## src/rtl/bram_rd_pkg.sv

```systemverilog
// bram_rd_pkg: shared state type, default widths and length helper for the BRAM stream reader
package bram_rd_pkg;
  localparam int DEF_ADDR_W = 10;
  localparam int DEF_DATA_W = 32;
  typedef enum logic [1:0] {IDLE, RUN, DRAIN} state_t;
  function automatic int unsigned eff_len(int unsigned len, int unsigned aw);
    return len == 0 ? 32'd1 << aw : len;
  endfunction
endpackage

```

## src/rtl/bram_rd_fifo.sv

```systemverilog
// bram_rd_fifo: first-word-fall-through FIFO with occupancy count
module bram_rd_fifo #(
  parameter int W = 33,
  parameter int DEPTH = 4,
  parameter int CW = $clog2(DEPTH + 1)
) (
  input  logic clk,
  input  logic rstn,
  input  logic wr_en,
  input  logic [W-1:0] wr_data,
  input  logic rd_en,
  output logic [W-1:0] rd_data,
  output logic empty,
  output logic [CW-1:0] count
);
  localparam int PW = DEPTH > 1 ? $clog2(DEPTH) : 1;
  logic [W-1:0] mem [DEPTH];
  logic [PW-1:0] wr_ptr, rd_ptr;
  function automatic logic [PW-1:0] nxt(logic [PW-1:0] p);
    return p == PW'(DEPTH - 1) ? '0 : p + 1'b1;
  endfunction
  assign empty = count == '0;
  assign rd_data = mem[rd_ptr];
  always_ff @(posedge clk)
    if (wr_en) mem[wr_ptr] <= wr_data;
  always_ff @(posedge clk or negedge rstn)
    if (!rstn) begin
      wr_ptr <= '0;
      rd_ptr <= '0;
      count <= '0;
    end else begin
      if (wr_en) wr_ptr <= nxt(wr_ptr);
      if (rd_en) rd_ptr <= nxt(rd_ptr);
      count <= count + CW'(wr_en) - CW'(rd_en);
    end
  no_overflow: assert property (@(posedge clk) disable iff (!rstn) !(wr_en && count == CW'(DEPTH)));
  no_underflow: assert property (@(posedge clk) disable iff (!rstn) !(rd_en && empty));
endmodule

```

## src/rtl/bram_stream_reader.sv

```systemverilog
// bram_stream_reader: streams a wrapping BRAM port-B address range out as AXI4-Stream
module bram_stream_reader
  import bram_rd_pkg::*;
#(
  parameter int ADDR_W = DEF_ADDR_W,
  parameter int DATA_W = DEF_DATA_W,
  parameter int READ_LATENCY = 2,
  parameter int FIFO_DEPTH = READ_LATENCY + 2
) (
  input  logic clk,
  input  logic rstn,
  input  logic start,
  input  logic [ADDR_W-1:0] start_addr,
  input  logic [ADDR_W-1:0] length,
  output logic busy,
  output logic done,
  output logic bram_en,
  output logic [ADDR_W-1:0] bram_addr,
  input  logic [DATA_W-1:0] bram_dout,
  output logic [DATA_W-1:0] m_axis_tdata,
  output logic m_axis_tvalid,
  input  logic m_axis_tready,
  output logic m_axis_tlast
);
  localparam int CW = $clog2(FIFO_DEPTH + 1);
  state_t state;
  logic [ADDR_W:0] remaining;
  logic [READ_LATENCY-1:0] pipe_v, pipe_l;
  logic [CW-1:0] fifo_count;
  logic [DATA_W:0] head;
  logic empty, hs, last_issue;
  // reads cannot stall, so every in-flight read must already own a FIFO slot
  assign bram_en = state == RUN && remaining != '0 &&
                   ($countones(pipe_v) + int'(fifo_count)) < FIFO_DEPTH;
  assign last_issue = bram_en && remaining == (ADDR_W + 1)'(1);
  assign busy = state != IDLE;
  assign m_axis_tvalid = !empty;
  assign m_axis_tdata = empty ? '0 : head[DATA_W-1:0];
  assign m_axis_tlast = !empty && head[DATA_W];
  assign hs = m_axis_tvalid && m_axis_tready;
  bram_rd_fifo #(.W(DATA_W + 1), .DEPTH(FIFO_DEPTH), .CW(CW)) u_fifo (
    .clk(clk),
    .rstn(rstn),
    .wr_en(pipe_v[READ_LATENCY-1]),
    .wr_data({pipe_l[READ_LATENCY-1], bram_dout}),
    .rd_en(hs),
    .rd_data(head),
    .empty(empty),
    .count(fifo_count)
  );
  always_ff @(posedge clk or negedge rstn)
    if (!rstn) begin
      state <= IDLE;
      remaining <= '0;
      bram_addr <= '0;
      pipe_v <= '0;
      pipe_l <= '0;
      done <= 1'b0;
    end else begin
      pipe_v <= (pipe_v << 1) | READ_LATENCY'(bram_en);
      pipe_l <= (pipe_l << 1) | READ_LATENCY'(last_issue);
      done <= hs && m_axis_tlast;
      if (state == IDLE && start && !done) begin
        state <= RUN;
        bram_addr <= start_addr;
        remaining <= (ADDR_W + 1)'(eff_len(32'(length), ADDR_W));
      end
      if (bram_en) begin
        bram_addr <= bram_addr + 1'b1;
        remaining <= remaining - 1'b1;
        if (last_issue) state <= DRAIN;
      end
      if (state == DRAIN && hs && m_axis_tlast) state <= IDLE;
    end
endmodule

```

## config.mk

```make
export PLATFORM = sky130hd
export DESIGN_NAME = bram_stream_reader
export DESIGN_NICKNAME = d
export VERILOG_FILES = /design/src/rtl/bram_rd_pkg.sv /design/src/rtl/bram_rd_fifo.sv /design/src/rtl/bram_stream_reader.sv
export SDC_FILE = /design/constraint.sdc
export NUM_CORES = 1
export LEC_CHECK = 0
export CORE_MARGIN = 3
export CORE_UTILIZATION = 45
export DETAILED_ROUTE_END_ITERATION = 10
export PLACE_DENSITY = 0.68
export SYNTH_ARGS = -nofsm -noshare
export SYNTH_HDL_FRONTEND = slang
export SYNTH_HIERARCHICAL = 1
export SYNTH_SLANG_ARGS = --single-unit
```

## constraint.sdc

```tcl
create_clock -name clk -period 2.9 [get_ports clk]
set_input_delay 0.58 -clock clk [delete_from_list [all_inputs] [get_ports clk]]
set_output_delay 0.58 -clock clk [all_outputs]
set_load 0.005 [all_outputs]
```

# After elaboration in Yosys (flattened, before gate mapping)
# Memory sizes are Yosys's and may differ from the RTL's.
# Cells that the tools add are included.
# word_totals
n_memories	1
ramBits	132
out_inout_bits	47
inputBits	56
wordCells	58
register_bits	35
# classes
reduce_logical	18
n_lt_le_gt_ge	1
bitwise_logic	2
mux	14
addsub	8
eq_ne	5
# memory_table
memory	depth	width	rd	rd_ports_with_merged_regs	write_ports	line_no	rtl
u_fifo.mem	4	33	1	0	1	bram_rd_fifo.sv:17	logic [W-1:0] mem [DEPTH];
# ops
op	n
11-bit 2-to-1 mux	3
32-bit 2-to-1 mux	1
10-bit 2-to-1 mux	2
2-bit 2-to-1 mux	6
11-bit by 1-bit equality test with 1-bit output (second input constant)	1
11-bit nonzero test	1
11-bit by 1-bit subtractor with 11-bit output (second input constant)	1
10-bit by 1-bit adder with 10-bit output (second input constant)	1
1-bit logical AND	10
10-bit logical NOT	1
2-bit equality test (second input constant)	3
2-bit by 1-bit adder with 2-bit output (second input constant)	2
2-bit by 3-bit adder with 4-bit output	1
4-bit by 3-bit < comparator with 1-bit output (second input constant)	1
2-bit by 1-bit OR with 2-bit output	2
2-bit nonzero test	2
3-bit by 1-bit adder with 3-bit output	1
3-bit logical NOT	1
3-bit by 1-bit subtractor with 3-bit output	1
1-bit by 1-bit adder with 2-bit output	1
2-bit by 1-bit equality test with 1-bit output (second input constant)	1
1-bit logical NOT	2
2-bit logical NOT	1
1-bit 2-to-1 mux	2

# Longest topological paths before layout
# depth
depth_word	8
mapped_depth	9
mapped_depth_nobuf	9

# Hierarchy
# Netlist, hierarchy kept.
# modules_own_cells
module	area_each_um2	cells_per_inst	n_inst	seq_area_each_um2
bram_rd_fifo	5218.8	208	1	4139.0
bram_stream_reader	1903.1	217	1	700.7

# Worst setup path before layout
# OpenSTA, ideal clock, no wires.
# synth_path
kind	register -> register
from	register u_fifo.count[1]
to	register u_fifo.count[2]
n_path_buf	0
required_time_ns	2.775
setup_time_ns	0.125
t_arrival_ns	2.244
synth_period_minus_slack_ns	2.370
slack_ns	0.530
stages_incl_launch_ff	10
path_cell_list	dfrtp_1 -> nor3_1 -> nor2b_1 -> ha_1 -> inv_1 -> ha_1 -> inv_1 -> fa_1 -> xnor2_1 -> xnor2_1
# synth_via
elab_chain_len	4
elab_cells_between_ends	5
classes_between	2 x add/sub; 3 x reduce/logical
# synth_lines
element	line_no	rtl
start: declaration	bram_rd_fifo.sv:14	output logic [CW-1:0] count
start signal: assignment	bram_rd_fifo.sv:34	count <= count + CW'(wr_en) - CW'(rd_en);
3-bit logical NOT	bram_rd_fifo.sv:22	assign empty = count == '0;
net empty	bram_stream_reader.sv:31	logic empty, hs, last_issue;
1-bit logical NOT	bram_stream_reader.sv:37	assign m_axis_tvalid = !empty;
1-bit logical AND	bram_stream_reader.sv:40	assign hs = m_axis_tvalid && m_axis_tready;
net hs	bram_stream_reader.sv:31	
3-bit by 1-bit subtractor with 3-bit output	bram_rd_fifo.sv:34	
# The timed path passes the listed nets, and every way through them passes these cells.
# A chain may end at the register's enable or synchronous reset.

# Worst setup path after layout
# layout_path
from	register u_fifo.rd_ptr[0]
to	output m_axis_tlast
# layout_via
elab_chain_len	2
# layout_lines
element	line_no	rtl
start: declaration	bram_rd_fifo.sv:18	logic [PW-1:0] wr_ptr, rd_ptr;
start signal: assignment	bram_rd_fifo.sv:33	if (rd_en) rd_ptr <= nxt(rd_ptr);
memory read 4 x 33 bit	n/a	
net head[32]	bram_stream_reader.sv:30	logic [DATA_W:0] head;
1-bit logical AND	bram_stream_reader.sv:39	assign m_axis_tlast = !empty && head[DATA_W];
end: declaration	bram_stream_reader.sv:23	output logic m_axis_tlast
# The timed path passes the listed nets, and every way through them passes these cells.

==> flow_summary_export.csv <==
group,metric,value,unit
route,dr.max_layer_used,"met4",
cells_and_area,final_cells,772,
worst_setup_path,r2r_cells,10,
cts,htree_levels,4,
route,drc,0,
synth,syn-num-nets,493,
cells_and_area,nets,616,
timing,drv_slew,0,
power_and_ir_drop,power_density,1020,nW/um2
die,io-pin-count,103,
synth,avgSynthCellArea,16.8,um2
worst_setup_path,cp-start-kind,"flop",
die,die_x,132,um
placement,dp.cells,738,
cells_and_area,final_util,0.594,
synth,syn_inst,425,
flow_run,cap_violations,0,
cells_and_area,regArea,4850,um2
synth,synthArstFlopShare,0.210,
synth,yosysUniqueCellTypes,56,
placement,dp_slack,0.255,ns
timing,whs,0.356,ns
timing,min_period_over_period,0.979,
worst_setup_path,critPathMaxFanout,13,
worst_setup_path,rr_startpoint,"u_fifo/count[1]",
worst_setup_path,crit_type,"flop to primary output",
worst_hold_path,holdCritPathClass,"flop to flop",
timing,hold_viol,0,
die,row_count,45,
cells_and_area,nFillCells,1151,
timing,maxSlewHeadroom,0.394,
cells_and_area,area_delta_synth_final,28.2,%
placement,dpl.hpwl,9.52,mm
synth,ys_warn_count,6,
cts,insertion_delay,0.42,ns
worst_setup_path,endpoint_kind,"primary output",
synth,ys_seq_elements,167,
power_and_ir_drop,power,9.35,mW
synth,syn-cell-area,7120,um2
global_route,grt_pass1_vias,4375,
run_status,status,"completed",
cts,cts_hold_buf,0,
cts,cts_num_sinks,167,
synth,yosysSeqAreaShare,0.680,
synth,synth_fa_ha_area_frac,0.0221,
timing,maxClockFrequency,0.352,GHz
route,wl_per_cell,18.6,um
timing,worst_slew_pin_slew,0.910,ns
global_route,gr-total-overflow,0,
worst_setup_path,cp_data_required_time,2.32,ns
synth,yosys.area_share.simple,0.102,
placement,io_buffers,102,
synth,synth-main-ff-cell,"edfxtp_1",
synth,synth_mux_area_frac,0.113,
timing,setup_ws,0.0600,ns
worst_setup_path,rrSetupSlack,0.52,ns
cts,cts_buffers,17,
timing,grt_setup_unrepaired,"true",
die,die_height,132,um
die,start_util,0.463,
die,dieArea,17400,um2
cts,cts-root-buf,"clkbuf_16",
worst_setup_path,path_cells,"mux4_1, nor2b_1, clkdlybuf4s50_1",
global_route,grt_pass1_wl,23.7,mm
synth,synth_xor_area_frac,0.00246,
worst_setup_path,slowest_stage,"mux4_1",
synth,synth_compound_area_frac,0.0517,
power_and_ir_drop,irDropWorstVdd,0.581,mV
synth,synth_edf_count,132,
route,totalWireLength,14.4,mm
global_route,grt_max_degree,36,
cells_and_area,diodes,0,
worst_setup_path,max_stage_delay,0.63,ns
cells_and_area,drive_above_1_share,0.184,
route,first_pass_iters,7,
placement,gp_congestion,0.803,
global_route,antenna_found_initial,0,
cts,path_clk_slew,0.06,ns
timing,period_needed,2.84,ns
timing,setup-violations-final,0,
route,vias,4173,
timing,clock_skew,0.00999,ns
power_and_ir_drop,p_leak,3.45,nW
route,wl_met1,6.29,mm
worst_setup_path,critPathArrivalTime,2.26,ns
cts,cts_buffer_depth,2,
route,wl_met3,760,um
global_route,grt_usage,0.174,
route,drtAntennaViolNets,0,
cts,cts_tree,"yes",
cells_and_area,multiInputGateArea,2080,um2
route,drt_iter0_drc,218,
synth,synth_top_family_by_area,"multiplexers",
worst_setup_path,r2r_end,"u_fifo/count[2]",
route,viasPerCell,5.41,
route,met2_wirelength,7.18,mm
worst_setup_path,crit_end,"m_axis_tlast",
worst_setup_path,crit_start,"u_fifo/rd_ptr[0]",
die,core,15400,um2
==> kinds of logic after synthesis <==
kind of cell / count (synthesis)
fa+ha+maj: 12
xor+xnor: 2
simple gates: 124
buf+inv: 35
mux: 37
flops: 167
compound gates: 48
==> routing by layer <==
metal  GRT usage  vias to the layer above
met5           0                        -
met4      0.0502                        0
met3      0.0534                       11
met2       0.283                      126
met1       0.230                     2111
li1            -                     1925
==> worst min path at each step <==
stage | start | to | slack [ns] | depth (start not counted)
floorplan | rstn | bram_addr[0] | 0.28 | 0
global placement | pipe_l[0] | pipe_l[1] | 0.34 | 0
detailed placement | pipe_l[0] | pipe_l[1] | 0.35 | 0
CTS | pipe_l[0] | pipe_l[1] | 0.36 | 0
global route | pipe_l[0] | pipe_l[1] | 0.37 | 0
finish | pipe_l[0] | pipe_l[1] | 0.36 | 0
==> power by group <==
group | internal (mW) | leakage [nW] | switching [mW]
registers | 3.24 | 1.63 | 0.426
clock network | 1.27 | 0.281 | 0.903
logic | 1.99 | 1.55 | 1.52
==> area by class of cell <==
| type | instances | area share |
|---|---|---|
| Sequential cell | 167 | 0.531 |
| Multi-Input combinational cell | 223 | 0.228 |
| Timing Repair Buffer | 123 | 0.142 |
| Clock buffer | 18 | 0.0470 |
| Tap cell | 211 | 0.0289 |
| Clock inverter | 14 | 0.0166 |
| Inverter | 16 | 0.00658 |
==> synthesized netlist by cell type (all sizes together), types with 2 or more instances <==
cell type | number | area (um2)
nor4b | 2 | 23.8
a21oi | 2 | 10.0
edfxtp | 132 | 3960
nor2b | 34 | 213
or4 | 5 | 37.5
a21boi | 2 | 15.0
o221ai | 2 | 17.5
clkbuf | 5 | 18.8
nor4 | 3 | 33.8
o221a | 2 | 22.5
and4 | 4 | 37.5
o211a | 2 | 20.0
a31oi | 3 | 18.8
mux2 | 2 | 22.5
a21o | 2 | 15.0
o211ai | 11 | 82.6
a211oi | 9 | 67.6
o21ai | 4 | 20.0
nor2 | 15 | 56.3
xnor2 | 2 | 17.5
inv | 16 | 60.1
nand3 | 10 | 50.1
ha | 11 | 138
and2 | 5 | 31.3
nor3 | 9 | 45.0
mux4 | 33 | 762
mux2i | 2 | 20.0
buf | 14 | 130
nand2 | 22 | 82.6
o311ai | 2 | 17.5
dfrtp | 35 | 876
or2 | 3 | 18.8
a31o | 2 | 17.5
nand4 | 2 | 12.5
and3 | 4 | 26.3
==> sequential cells by signal (all words and copies together) (netlist names) <==
| register | cells |
|---|---|
| u_fifo/mem | 132 |
| remaining | 11 |
| bram_addr | 10 |
| u_fifo/count | 3 |
| pipe_l | 2 |
| pipe_v | 2 |
| state | 2 |
| u_fifo/rd_ptr | 2 |
| u_fifo/wr_ptr | 2 |
| done | 1 |
==> cell usage in the layout (no fill, tap or decap), types with 3 or more instances in the layout <==
cell             instances
edfxtp_1               132
clkdlybuf4s50_1         76
nor2b_1                 34
dfrtp_1                 33
mux4_2                  28
nand2_1                 22
dlymetal6s2s_1          21
clkbuf_16               17
inv_1                   16
nor2_1                  15
buf_4                   14
o211ai_1                11
ha_1                    11
nand3_1                 10
a211oi_1                 9
nor3_1                   8
or4_1                    5
clkinv_4                 5
dlygate4sd2_1            5
buf_12                   5
mux4_1                   5
o21ai_0                  4
and2_2                   4
or2_2                    3
and3_1                   3
and4_1                   3
a31oi_1                  3
clkinv_2                 3
==> per-stage QoR <==
| stage | setup TNS, ns | area (um2) |
|---|---|---|
| after floorplan | 0 | 7120 |
| after global placement | 0 | 8460 |
| after detailed placement | 0 | 8460 |
| after CTS | 0 | 9070 |
| after global routing | -0.0301 | 9130 |
| final | 0 | 9130 |
==> critical path, delay by kind of cell, from the launching register on <==
kind | cells | cell delay [ns]
buf+inv | 1 | 0.45
flops | 1 | 0.58
mux | 1 | 0.63
simple gates | 1 | 0.18
==> repair_timing <==
| action | 4_1_cts | 5_1_grt |
|---|---|---|
| pin swaps | 0 | 0 |
| resized for setup | 6 | 24 |
| cloned | 0 | 0 |
| endpoints found under the setup margin | 33 | 23 |
| buffers inserted | 2 | 0 |
(Power assumes the default switching activity.)
